<file path="config.mk">
export PLATFORM = sky130hd
export DESIGN_NAME = gray_code
export DESIGN_NICKNAME = d
export VERILOG_FILES = /design/src/rtl/gray_code_pkg.sv /design/src/rtl/gray_conv_comb.sv /design/src/rtl/gray_code.sv
export SDC_FILE = /design/constraint.sdc
export NUM_CORES = 1
export LEC_CHECK = 0
export BUFFER_PORTS_ARGS = -buffer_cell sky130_fd_sc_hd__buf_2
export CAP_MARGIN = 0
export CORE_AREA = 2 2 39 41
export DETAILED_ROUTE_END_ITERATION = 6
export DIE_AREA = 0 0 41 43
export GPL_TIMING_DRIVEN = 0
export HOLD_SLACK_MARGIN = 0.03
export PLACE_DENSITY = 0.57
export SLEW_MARGIN = 15
export SYNTH_ARGS = -nofsm -noshare
export SYNTH_HDL_FRONTEND = slang
export SYNTH_SLANG_ARGS = --single-unit
</file>
<file path="constraint.sdc">
create_clock -name clk -period 1.2 [get_ports clk]
set_input_delay 0.24 -clock clk [delete_from_list [all_inputs] [get_ports clk]]
set_output_delay 0.24 -clock clk [all_outputs]
set_load 0.1 [all_outputs]
</file>
<file path="src/rtl/gray_code_pkg.sv">
// Shared constants and pure conversion functions for the Gray code block.
package gray_code_pkg;

   // Widest word the width-generic helpers handle; callers zero-extend into it.
   localparam int unsigned MAX_WIDTH = 64;

   localparam logic MODE_BIN2GRAY = 1'b0;
   localparam logic MODE_GRAY2BIN = 1'b1;

   typedef logic [MAX_WIDTH-1:0] word_t;

   // Binary to Gray: each bit XORed with its upper neighbour. Zero upper bits
   // leave the narrower result unchanged, so any width <= MAX_WIDTH works.
   function automatic word_t bin2gray(input word_t x);
      return x ^ (x >> 1);
   endfunction

   // Gray to binary: prefix XOR from the MSB down as one combinational chain.
   // Zero-extended upper bits contribute nothing to the lower prefix.
   function automatic word_t gray2bin(input word_t x);
      word_t y;
      y = x;
      for (int i = MAX_WIDTH - 2; i >= 0; i--) begin
         y[i] = y[i+1] ^ x[i];
      end
      return y;
   endfunction

endpackage

</file>
<file path="src/rtl/gray_conv_comb.sv">
// Combinational binary<->Gray converter, direction chosen by mode.
module gray_conv_comb
   import gray_code_pkg::*;
#(
   parameter int unsigned WIDTH = 4
) (
   input  logic [WIDTH-1:0] x,
   input  logic             mode,
   output logic [WIDTH-1:0] y
);

   // Reject widths the helpers cannot represent.
   if (WIDTH < 2 || WIDTH > MAX_WIDTH) begin : g_bad_width
      $error("gray_conv_comb: WIDTH out of range");
   end

   word_t x_ext;

   assign x_ext = MAX_WIDTH'(x);

   // Select conversion direction; Gray encode is the default.
   always_comb begin
      y = WIDTH'(bin2gray(x_ext));
      if (mode == MODE_GRAY2BIN) begin
         y = WIDTH'(gray2bin(x_ext));
      end
   end

endmodule

</file>
<file path="src/rtl/gray_code.sv">
// 4-bit combinational Gray encoder plus a registered WIDTH-generic converter.
module gray_code
   import gray_code_pkg::*;
#(
   parameter int unsigned WIDTH = 4
) (
   input  logic             clk,
   input  logic             rst_n,
   input  logic             a,
   input  logic             b,
   input  logic             c,
   input  logic             d,
   output logic [3:0]       f,
   input  logic             in_valid,
   input  logic             mode,
   input  logic [WIDTH-1:0] din,
   output logic             out_valid,
   output logic [WIDTH-1:0] dout
);

   logic [WIDTH-1:0] conv_word;

   // Scalar path: always binary->Gray, independent of clock and reset.
   gray_conv_comb #(
      .WIDTH (4)
   ) u_conv_bits (
      .x    ({a, b, c, d}),
      .mode (MODE_BIN2GRAY),
      .y    (f)
   );

   // Word path converter feeding the output register.
   gray_conv_comb #(
      .WIDTH (WIDTH)
   ) u_conv_word (
      .x    (din),
      .mode (mode),
      .y    (conv_word)
   );

   // Capture converted word on valid input; dout holds when idle.
   always_ff @(posedge clk or negedge rst_n) begin
      if (!rst_n) begin
         dout      <= '0;
         out_valid <= 1'b0;
      end else begin
         out_valid <= in_valid;
         if (in_valid) begin
            dout <= conv_word;
         end
      end
   end

endmodule

</file>
==> results of run 1 <==
==> worst max path at each step <==
stage / depth (start not counted) / slack, ps / end
6_report: 3 / 70 / f[3]
5_1_grt: 1 / 30 / dout[0]
4_1_cts: 1 / 60 / dout[3]
3_5_place_dp: 3 / -50 / f[2]
3_3_place_gp: 3 / -40 / f[2]
2_1_floorplan: 2 / 7 / dout[0]$_DFFE_PN0P_
==> cells in the mapped netlist <==
library cell  n  area, um^2
o211ai_1      1        7.51
dfrtp_1       5         125
nor2_1        1        3.75
o311ai_1      1        8.76
mux2_2        2        22.5
a21oi_1       1        5.00
inv_1         2        7.51
nand2_1       2        7.51
xor2_1        5        43.8
buf_4         1        7.51
or2_0         1        6.26
xnor2_1       2        17.5
==> layer usage <==
metal | track usage [%] | wire length [um]
met4 | 10.0 | 0
met3 | 3.14 | 85
met2 | 10.9 | 265
met1 | 11.2 | 257
met5 | 0 | 0
==> through the flow <==
step | hold slack [ps] | util (%) | TNS, ps | area, um^2 | setup slack, ps
2_1_floorplan | -55.6 | - | 0 | 322 | 6.51
6_report | 200 | 36.0 | 0 | 498 | 68.8
3_5_place_dp | 60.3 | 31.9 | -139 | 442 | -48.6
3_3_place_gp | 58.7 | 31.9 | -121 | 442 | -43.7
4_1_cts | 189 | 36.0 | 0 | 498 | 56.9
5_1_grt | 188 | 36.0 | 0 | 498 | 32.9
==> cell families (layout without fill, tap and decap cells) <==
| family | after synthesis | count (layout) | share of synthesized area (%) |
|---|---|---|---|
| flops | 5 | 5 | 47.6 |
| xor+xnor | 7 | 7 | 23.3 |
| mux | 2 | 2 | 8.57 |
| buf+inv | 3 | 28 | 5.72 |
| compound gates | 3 | 3 | 8.10 |
| simple gates | 4 | 4 | 6.67 |
==> layout make-up <==
cell class	count	area, um^2
fillers	151	886
multi-input cells	16	179
repair buffers	21	130
flip-flops and latches	5	128
clock buffers	4	26.3
well taps	16	20.0
plain buffers	1	7.51
inverters	2	7.51
==> power by group <==
| part | leakage, nW | switching, W | internal, W |
|---|---|---|---|
| Clock | 0.0150 | 0.0000665 | 0.000126 |
| Combinational | 0.159 | 0.000311 | 0.0000955 |
| Sequential | 0.0564 | 0.0000123 | 0.000192 |
| Total | 0.231 | 0.000390 | 0.000413 |
==> flip-flops by register name, summed over array words and instances, names as in the netlist <==
register   cells
dout           4
out_valid      1
==> what timing repair did <==
| item | 4_1_cts | 5_1_grt |
|---|---|---|
| resized for setup | 8 | 0 |
| setup endpoints to repair | 8 | 0 |
| hold buffers | 1 | 0 |
| endpoints found under the hold margin | 5 | 0 |
==> impl_metrics.csv, run 1 <==
group,metric,value,unit
sta,slew_headroom,68.0,%
global_route,grt_max_degree,8,
yosys,syn_area_per_cell,10.9,um^2
min_path,hp-start,"in_valid",
clocking,tritoncts,"built",
clocking,numCtsBuffers,3,
global_route,grt_overflow,0,
sta,fmax,884,MHz
yosys,ys_seq_area_share,47.6,%
routing,antenna_left,0,
layout,area_growth,89.5,%
sta,rsz0062_at_grt,"false",
setup_path,r2r-start,"dout[3]$_DFFE_PN0P_",
sta,period_share,94.3,%
run_status,status,"finished, final reports clean",
layout,drive_gt1_share,63.3,%
clocking,clk_latency,240,ps
setup_path,cpPeakStageDelay,410,ps
setup_path,start_kind,"primary input",
setup_path,critPathSlowestCell,"buf_2",
place,io_buffers,20,
yosys,synth_fp_nets,36,
clocking,clock-root-buffer,"clkbuf_4",
setup_path,crit_family,"buffers and inverters",
place,dp.cells,60,
setup_path,rrSetupSlack,410,ps
global_route,antenna_found_initial,0,
yosys,syn_area,263,um^2
min_path,holdCritPathClass,"in -> reg",
min_path,whs_endpoint,"out_valid$_DFF_PN0_",
sta,fin_crit,1130,ps
power,finalPower,0.000803,W
layout,final_common_cell,"buf_2",
yosys,synth_seq_cells,5,
routing,drc,0,
sta,finalHoldViolCount,0,
setup_path,reg2reg_depth,1,
routing,drt_iter0_drc,5,
floorplan,rows,14,
routing,wirelength,608,um
setup_path,setup.worst_path.start,"a",
place,gp_congestion,0.641,
global_route,grt_pass1_vias,250,
routing,viasPerCell,3.92,
setup_path,end_kind,"output port",
floorplan,initial_core_util,19.0,%
yosys,yosysUniqueCellTypes,12,
setup_path,path_cells,"buf_2 > buf_4 > buf_2",
power,leakagePower,0.231,nW
layout,final_cell_mix,"12 x buf_2, 9 x buf_4, 3 x xor2_4, 3 x clkbuf_4, 3 x dfrtp_1",
yosys,yosysWarningCount,0,
floorplan,chipHeight,43,um
layout,final_nets,62,
clocking,clkTransAtPathRegs,40,ps
setup_path,worst-setup-path-type,"in -> out",
setup_path,worst_ep_arrival_time,890,ps
routing,drt_pre_antenna_iters,2,
floorplan,core_area,1380,um^2
global_route,grt_pass1_wl,993,um
clocking,cts_max_level,1,
routing,routedWlPerCell,9.35,um
setup_path,crit_path_frequent_cell,"buf_2",
clocking,post_cts_buffers,0,
run,cap_violations,0,
power,powerDensity,1610,nW/um^2
clocking,cts.sinks,5,
floorplan,die_w,41,um
routing,via_count,255,
sta,skew,0,ps
setup_path,path_buf_inv,3,
sta,slew_violations,0,
layout,diodes,0,
global_route,grt_usage,9.10,%
setup_path,path_max_fanout,2,
floorplan,die_area,1760,um^2
floorplan,io_pins,21,
yosys,synthCells,24,
sta,finalSetupViolCount,0,
power,ir_drop,359,uV
setup_path,crit_required,960,ps
clocking,clockBufferDepth,2,
layout,fin_cells,65,
sta,max_slew.worst_pin.slew,483,ps
min_path,min_path_cells,1,
setup_path,worstReg2RegEnd,"dout[3]$_DFFE_PN0P_",
(Power assumes the default switching activity.)
==> inputs of run 2 (changes only) <==
- CTS_BUF_LIST: not set -> sky130_fd_sc_hd__clkbuf_4 sky130_fd_sc_hd__clkbuf_8
- PLACE_DENSITY: 0.57 -> 0.59
- clock period: 1.2 -> 0.9 ns (I/O delays scaled with it)
==> run 2 against run 1 <==
- cell count unchanged
- wire length down 1.3%
- final area up 25%
- power up 55%
- global-route usage down 0.61 points
- the run now ends with setup timing left
- sequential share of layout area down 2.9 points
- setup slack worse by 240 ps
- first-iteration DRC count unchanged
- clock skew unchanged
==> impl_metrics.csv, run 2 (synthesis gave the netlist of run 1 again) <==
group,metric,value,unit
run_status,status,"finished, violations left",
run_status,failed_checks,"setup timing",
layout,multiInputGateArea,179,um^2
setup_path,rrSetupSlack,30,ps
setup_path,cpPeakStageDelay,480,ps
routing,wirelength,600,um
layout,regMostFlops,"dout",
place,pre_cts_slack,-230,ps
setup_path,r2r-start,"dout[1]$_DFFE_PN0P_",
setup_path,start_kind,"register",
sta,period_share,119,%
floorplan,initial_core_util,19.0,%
min_path,whs_endpoint,"out_valid$_DFF_PN0_",
min_path,min_path_cells,1,
routing,via_count,259,
clocking,cts.sinks,5,
sta,fin_crit,1070,ps
routing,drc,0,
global_route,grt_max_degree,8,
sta,skew,0,ps
setup_path,path_cells,"buf_12",
layout,n_fill_cell,125,
global_route,grt_usage,8.49,%
sta,slew_violations,0,
min_path,hp-start,"in_valid",
global_route,grt_pass1_wl,972,um
power,ir_drop,664,uV
sta,finalHoldViolCount,0,
setup_path,crit_required,720,ps
floorplan,die_area,1760,um^2
setup_path,end_kind,"output port",
power,leakagePower,0.271,nW
routing,drt_pre_antenna_iters,2,
layout,top_regs,"dout (4), out_valid (1)",
layout,seq_area,141,um^2
routing,antenna_left,0,
layout,largest_register_ff_count,4,
sta,rsz0062_at_grt,"true",
setup_path,worst_ep_arrival_time,890,ps
floorplan,chipHeight,43,um
floorplan,io_pins,21,
clocking,clock-root-buffer,"clkbuf_4",
global_route,grt_pass1_vias,264,
layout,final_cell_mix,"9 x buf_2, 8 x buf_12, 4 x buf_4, 4 x clkbuf_4, 4 x dfrtp_4",
clocking,clk_latency,240,ps
layout,drive_gt1_share,71.4,%
clocking,clkTransAtPathRegs,40,ps
setup_path,reg2reg_depth,1,
setup_path,path_max_fanout,2,
layout,final_common_cell,"buf_2",
setup_path,critPathSlowestCell,"dfrtp_4",
sta,slew_headroom,81.6,%
min_path,holdCritPathClass,"in -> reg",
run,cap_violations,0,
clocking,numCtsBuffers,3,
routing,routedWlPerCell,9.23,um
place,io_buffers,20,
place,gp_congestion,0.669,
sta,layout_setup_ws,-174,ps
clocking,cts_max_level,1,
sta,max_slew.worst_pin.slew,278,ps
floorplan,die_w,41,um
layout,area_growth,137,%
clocking,tritoncts,"built",
setup_path,crit_family,"flip-flops",
routing,viasPerCell,3.98,
global_route,antenna_found_initial,0,
floorplan,core_area,1380,um^2
power,powerDensity,2000,nW/um^2
layout,diodes,0,
place,dp.cells,60,
clocking,clockBufferDepth,2,
routing,drt_iter0_drc,5,
sta,fmax,931,MHz
layout,final_nets,62,
layout,fin_cells,65,
sta,finalSetupViolCount,5,
global_route,grt_overflow,0,
setup_path,worstReg2RegEnd,"dout[1]$_DFFE_PN0P_",
floorplan,rows,14,
setup_path,worst-setup-path-type,"reg -> out",
setup_path,path_buf_inv,1,
==> run 2: per-layer routing <==
layer | routed length, um | track usage, % | vias to the layer above
li1 | - | - | 125
met3 | 75 | 2.09 | 0
met5 | 0 | 0 | -
met1 | 229 | 9.21 | 116
met4 | 0 | 8.00 | 0
met2 | 295 | 12.5 | 18
==> run 2: how the worst max path moves through the flow <==
| stage | startpoint | slack [ps] | end | cells after the start |
|---|---|---|---|---|
| 2_1_floorplan | dout[3]$_DFFE_PN0P_ | -120 | dout[3]$_DFFE_PN0P_ | 1 |
| 3_3_place_gp | b | -230 | f[2] | 3 |
| 3_5_place_dp | c | -230 | f[0] | 3 |
| 4_1_cts | dout[1]$_DFFE_PN0P_ | -180 | dout[1] | 1 |
| 5_1_grt | dout[1]$_DFFE_PN0P_ | -200 | dout[1] | 1 |
| 6_report | dout[1]$_DFFE_PN0P_ | -170 | dout[1] | 1 |
==> run 2: cell type report <==
| cell class | instances | area share [%] |
|---|---|---|
| Sequential cell | 5 | 22.7 |
| Clock buffer | 4 | 4.82 |
| Multi-Input combinational cell | 16 | 28.7 |
| Tap cell | 16 | 3.21 |
| Inverter | 2 | 1.20 |
| Buffer | 1 | 1.20 |
| Timing Repair Buffer | 21 | 38.2 |
==> run 2: where the power goes <==
part           switching [W]  internal (W)  total [W]
clock              0.0000812      0.000197   0.000278
combinational       0.000424      0.000241   0.000665
sequential         0.0000306      0.000272   0.000303
==> run 2: per-stage QoR <==
step | power [W] | cell area (um^2) | hold slack [ps] | setup TNS [ps] | util (%)
6_report | 0.00125 | 623 | 144 | -762 | 45.0
5_1_grt | 0.00131 | 623 | 132 | -899 | 45.0
4_1_cts | 0.00125 | 609 | 127 | -815 | 44.0
3_5_place_dp | 0.000803 | 455 | -1.09 | -1320 | 32.9
3_3_place_gp | 0.000801 | 455 | -1.76 | -1250 | 32.9
2_1_floorplan | 0.000700 | 335 | -116 | -340 | -
==> run 2: what timing repair did <==
item,in CTS,in global routing
hold buffers,1,0
resized for setup,32,3
setup buffers,0,0
pin swaps,0,1
hold endpoints to repair,5,0
setup endpoints to repair,9,7
==> inputs of run 3 (changes only) <==
- PLACE_DENSITY: 0.59 -> 0.61
- SYNTH_HIERARCHICAL: not set -> 1
==> run 3 against run 2 <==
- the run still ends with setup timing left
- sequential cell count is the same
- count of clock-buffer cells in the layout stayed put
- wire length grew 35%
- setup slack worse by 7.4 ps
- synthesized cell count increased by 8.3%
- global-route usage increased by 3.0 points
- die area unchanged
- first-iteration DRC count shrank 80%
- non-clock buffer count rose by 3
- maximum frequency down 0.68%
- power increased by 20%
- register-to-register slack lost 130 ps
- critical endpoint is now dout[0]
- largest cell class unchanged
==> impl_metrics.csv, run 3 <==
group,metric,value,unit
floorplan,initial_core_util,21.1,%
run_status,failed_checks,"setup timing",
setup_path,start_kind,"register",
layout,fin_cells,70,
sta,holdWs,129,ps
clocking,clockBufferDepth,2,
power,power_frac_clock,19.0,%
yosys,async_flop_share,100,%
floorplan,die_area,1760,um^2
layout,drive_gt1_share,77.8,%
yosys,synthTopCellsByArea,"dfrtp_1 43%, xor2_1 18%, mux2_2 15%",
power,seqPwrFrac,21.3,%
setup_path,worst_ep_arrival_time,900,ps
layout,multiInputGateArea,249,um^2
routing,wirelength,811,um
power,leakagePower,0.326,nW
yosys,synth_seq_cells,5,
routing,drc,0,
global_route,grt_pass1_wl,1280,um
run_status,status,"finished, violations left",
layout,final_nets,67,
global_route,grt_overflow,0,
setup_path,critPathSlowestCell,"dfrtp_4",
power,p_sw_share,44.4,%
sta,rsz0062_at_grt,"true",
sta,layout_setup_ws,-182,ps
setup_path,rrSetupSlack,-100,ps
yosys,yosysUniqueCellTypes,7,
clocking,clock-root-buffer,"clkbuf_4",
power,powerDensity,2000,nW/um^2
sta,finalSetupViolCount,9,
layout,largest_register_ff_count,4,
floorplan,die_w,41,um
layout,final_util,54.2,%
yosys,syn_area,292,um^2
floorplan,rows,14,
yosys,synthCells,26,
layout,top_regs,"dout (4), out_valid (1)",
layout,final_common_cell,"buf_12",
global_route,antenna_found_initial,0,
clocking,cts.sinks,5,
yosys,yosysWarningCount,6,
routing,drt_pre_antenna_iters,2,
place,io_buffers,20,
min_path,min_path_cells,1,
yosys,synth_top_area_share,42.9,%
setup_path,worstReg2RegEnd,"dout[2]$_DFFE_PN0P_",
layout,final_cell_mix,"9 x buf_12, 8 x buf_2",
setup_path,path_cells,"buf_12",
power,power_frac_comb,59.7,%
floorplan,io_pins,21,
yosys,yosys-top-cells-count,"6 x xor2_1, 5 x dfrtp_1, 4 x mux2_2, 4 x nand2_1, 4 x xnor2_1",
run,cap_violations,0,
power,intPower,0.000832,W
min_path,whs_endpoint,"out_valid$_DFF_PN0_",
clocking,tritoncts,"built",
sta,fin_crit,1080,ps
setup_path,worst-setup-path-type,"reg -> out",
power,ir_drop,1180,uV
floorplan,chipHeight,43,um
routing,drt_iter0_drc,1,
clocking,clk_latency,240,ps
setup_path,r2r-start,"dout[2]$_DFFE_PN0P_",
yosys,synth.largest_area_cell,"dfrtp_1",
routing,antenna_left,0,
yosys,synth_edf_count,0,
setup_path,crit_family,"flip-flops",
min_path,hp-start,"in_valid",
yosys,ys_seq_area_share,42.9,%
global_route,grt_pass1_vias,296,
setup_path,end_kind,"output port",
layout,n_fill_cell,120,
floorplan,core_area,1380,um^2
clocking,clkTransAtPathRegs,40,ps
sta,slew_violations,0,
place,dp.cells,63,
layout,regMostFlops,"dout",
setup_path,reg2reg_depth,2,
global_route,grt_usage,11.5,%
sta,period_share,120,%
clocking,cts_max_level,1,
sta,fmax,924,MHz
layout,area_growth,157,%
setup_path,crit_required,720,ps
yosys,syn_area_per_cell,11.2,um^2
layout,diodes,0,
setup_path,setup.worst_path.start,"dout[0]$_DFFE_PN0P_",
routing,viasPerCell,3.96,
sta,skew,0,ps
yosys,synth.most_common_cell,"xor2_1",
place,gp_congestion,0.569,
global_route,grt_max_degree,6,
power,switchingPower,0.000666,W
routing,via_count,277,
setup_path,path_buf_inv,1,
min_path,holdCritPathClass,"in -> reg",
setup_path,cpPeakStageDelay,490,ps
setup_path,path_max_fanout,2,
yosys,synth_ff_type,"dfrtp_1",
layout,seq_area,141,um^2
routing,routedWlPerCell,11.6,um
clocking,numCtsBuffers,3,
sta,finalHoldViolCount,0,
==> run 3: cell count changes in the layout (fill, tap and decap cells not counted), moves of 2 or more <==
cell / before / now
conb_1: 0 / 2
nand2_1: 2 / 4
inv_1: 2 / 0
mux2_2: 2 / 4
xnor2_4: 0 / 2
buf_8: 0 / 3
==> run 3: kinds of logic after synthesis <==
logic type                Yosys count  synth area share, %
other                               1                 1.29
buffers and inverters               2                 5.15
muxes                               4                 15.4
xor gates and xnor gates           10                 30.0
DFF                                 5                 42.9
and+or+nand+nor                     4                 5.15
==> run 3: routing by layer <==
metal	global-route usage (%)	wire, um	vias up
li1	-	-	133
met1	10.2	259	124
met2	20.3	454	20
met3	6.28	97	0
met4	4.00	0	0
met5	0	0	-
==> run 3: repair_timing <==
item,CTS,global route
buffers inserted,0,2
resized for setup,40,6
hold endpoints to repair,5,0
endpoints found under the setup margin,9,8
pin swaps,4,2
hold buffers,1,0
==> run 3: worst register-to-register path, delay by kind of cell (launching register included) <==
family / cells / cell delay [ps]
buf+inv: 1 / 140
mux: 1 / 260
flops: 1 / 480
==> run 3: layout make-up <==
type,instances,share of cell area [%]
multi-input combinational,20,33.2
buffer,2,2.00
clock buffer,4,4.01
tap,16,2.67
sequential,5,18.9
timing repair buffer,23,39.2
==> run 3: through the flow <==
step                      worst slack [ps]  instance area (um^2)  power (W)  setup TNS (ps)
after floorplan                       -121                   405   0.000851            -524
after global placement                -424                   526   0.000966           -1810
after detailed placement              -436                   526   0.000970           -1890
after CTS                             -190                   709    0.00148           -1100
after global routing                  -206                   749    0.00156           -1420
final                                 -182                   749    0.00150           -1210
==> run 3: worst max-delay path by stage <==
stage / endpoint / slack [ps] / depth (start not counted)
2_1_floorplan: dout[0]$_DFFE_PN0P_ / -120 / 1
3_5_place_dp: f[1] / -440 / 4
4_1_cts: dout[1] / -190 / 1
5_1_grt: dout[1] / -210 / 1
6_report: dout[0] / -180 / 1
3_3_place_gp: f[1] / -420 / 4
==> run 3: power by group through the flow <==
stage / clock [W] / sequential (W) / combinational [W]
final: 0.000285 / 0.000319 / 0.000894
after global routing: 0.000316 / 0.000323 / 0.000923
after CTS: 0.000302 / 0.000314 / 0.000867
after detailed placement: 0 / 0.000298 / 0.000672
after global placement: 0 / 0.000298 / 0.000668
after floorplan: 0 / 0.000544 / 0.000307
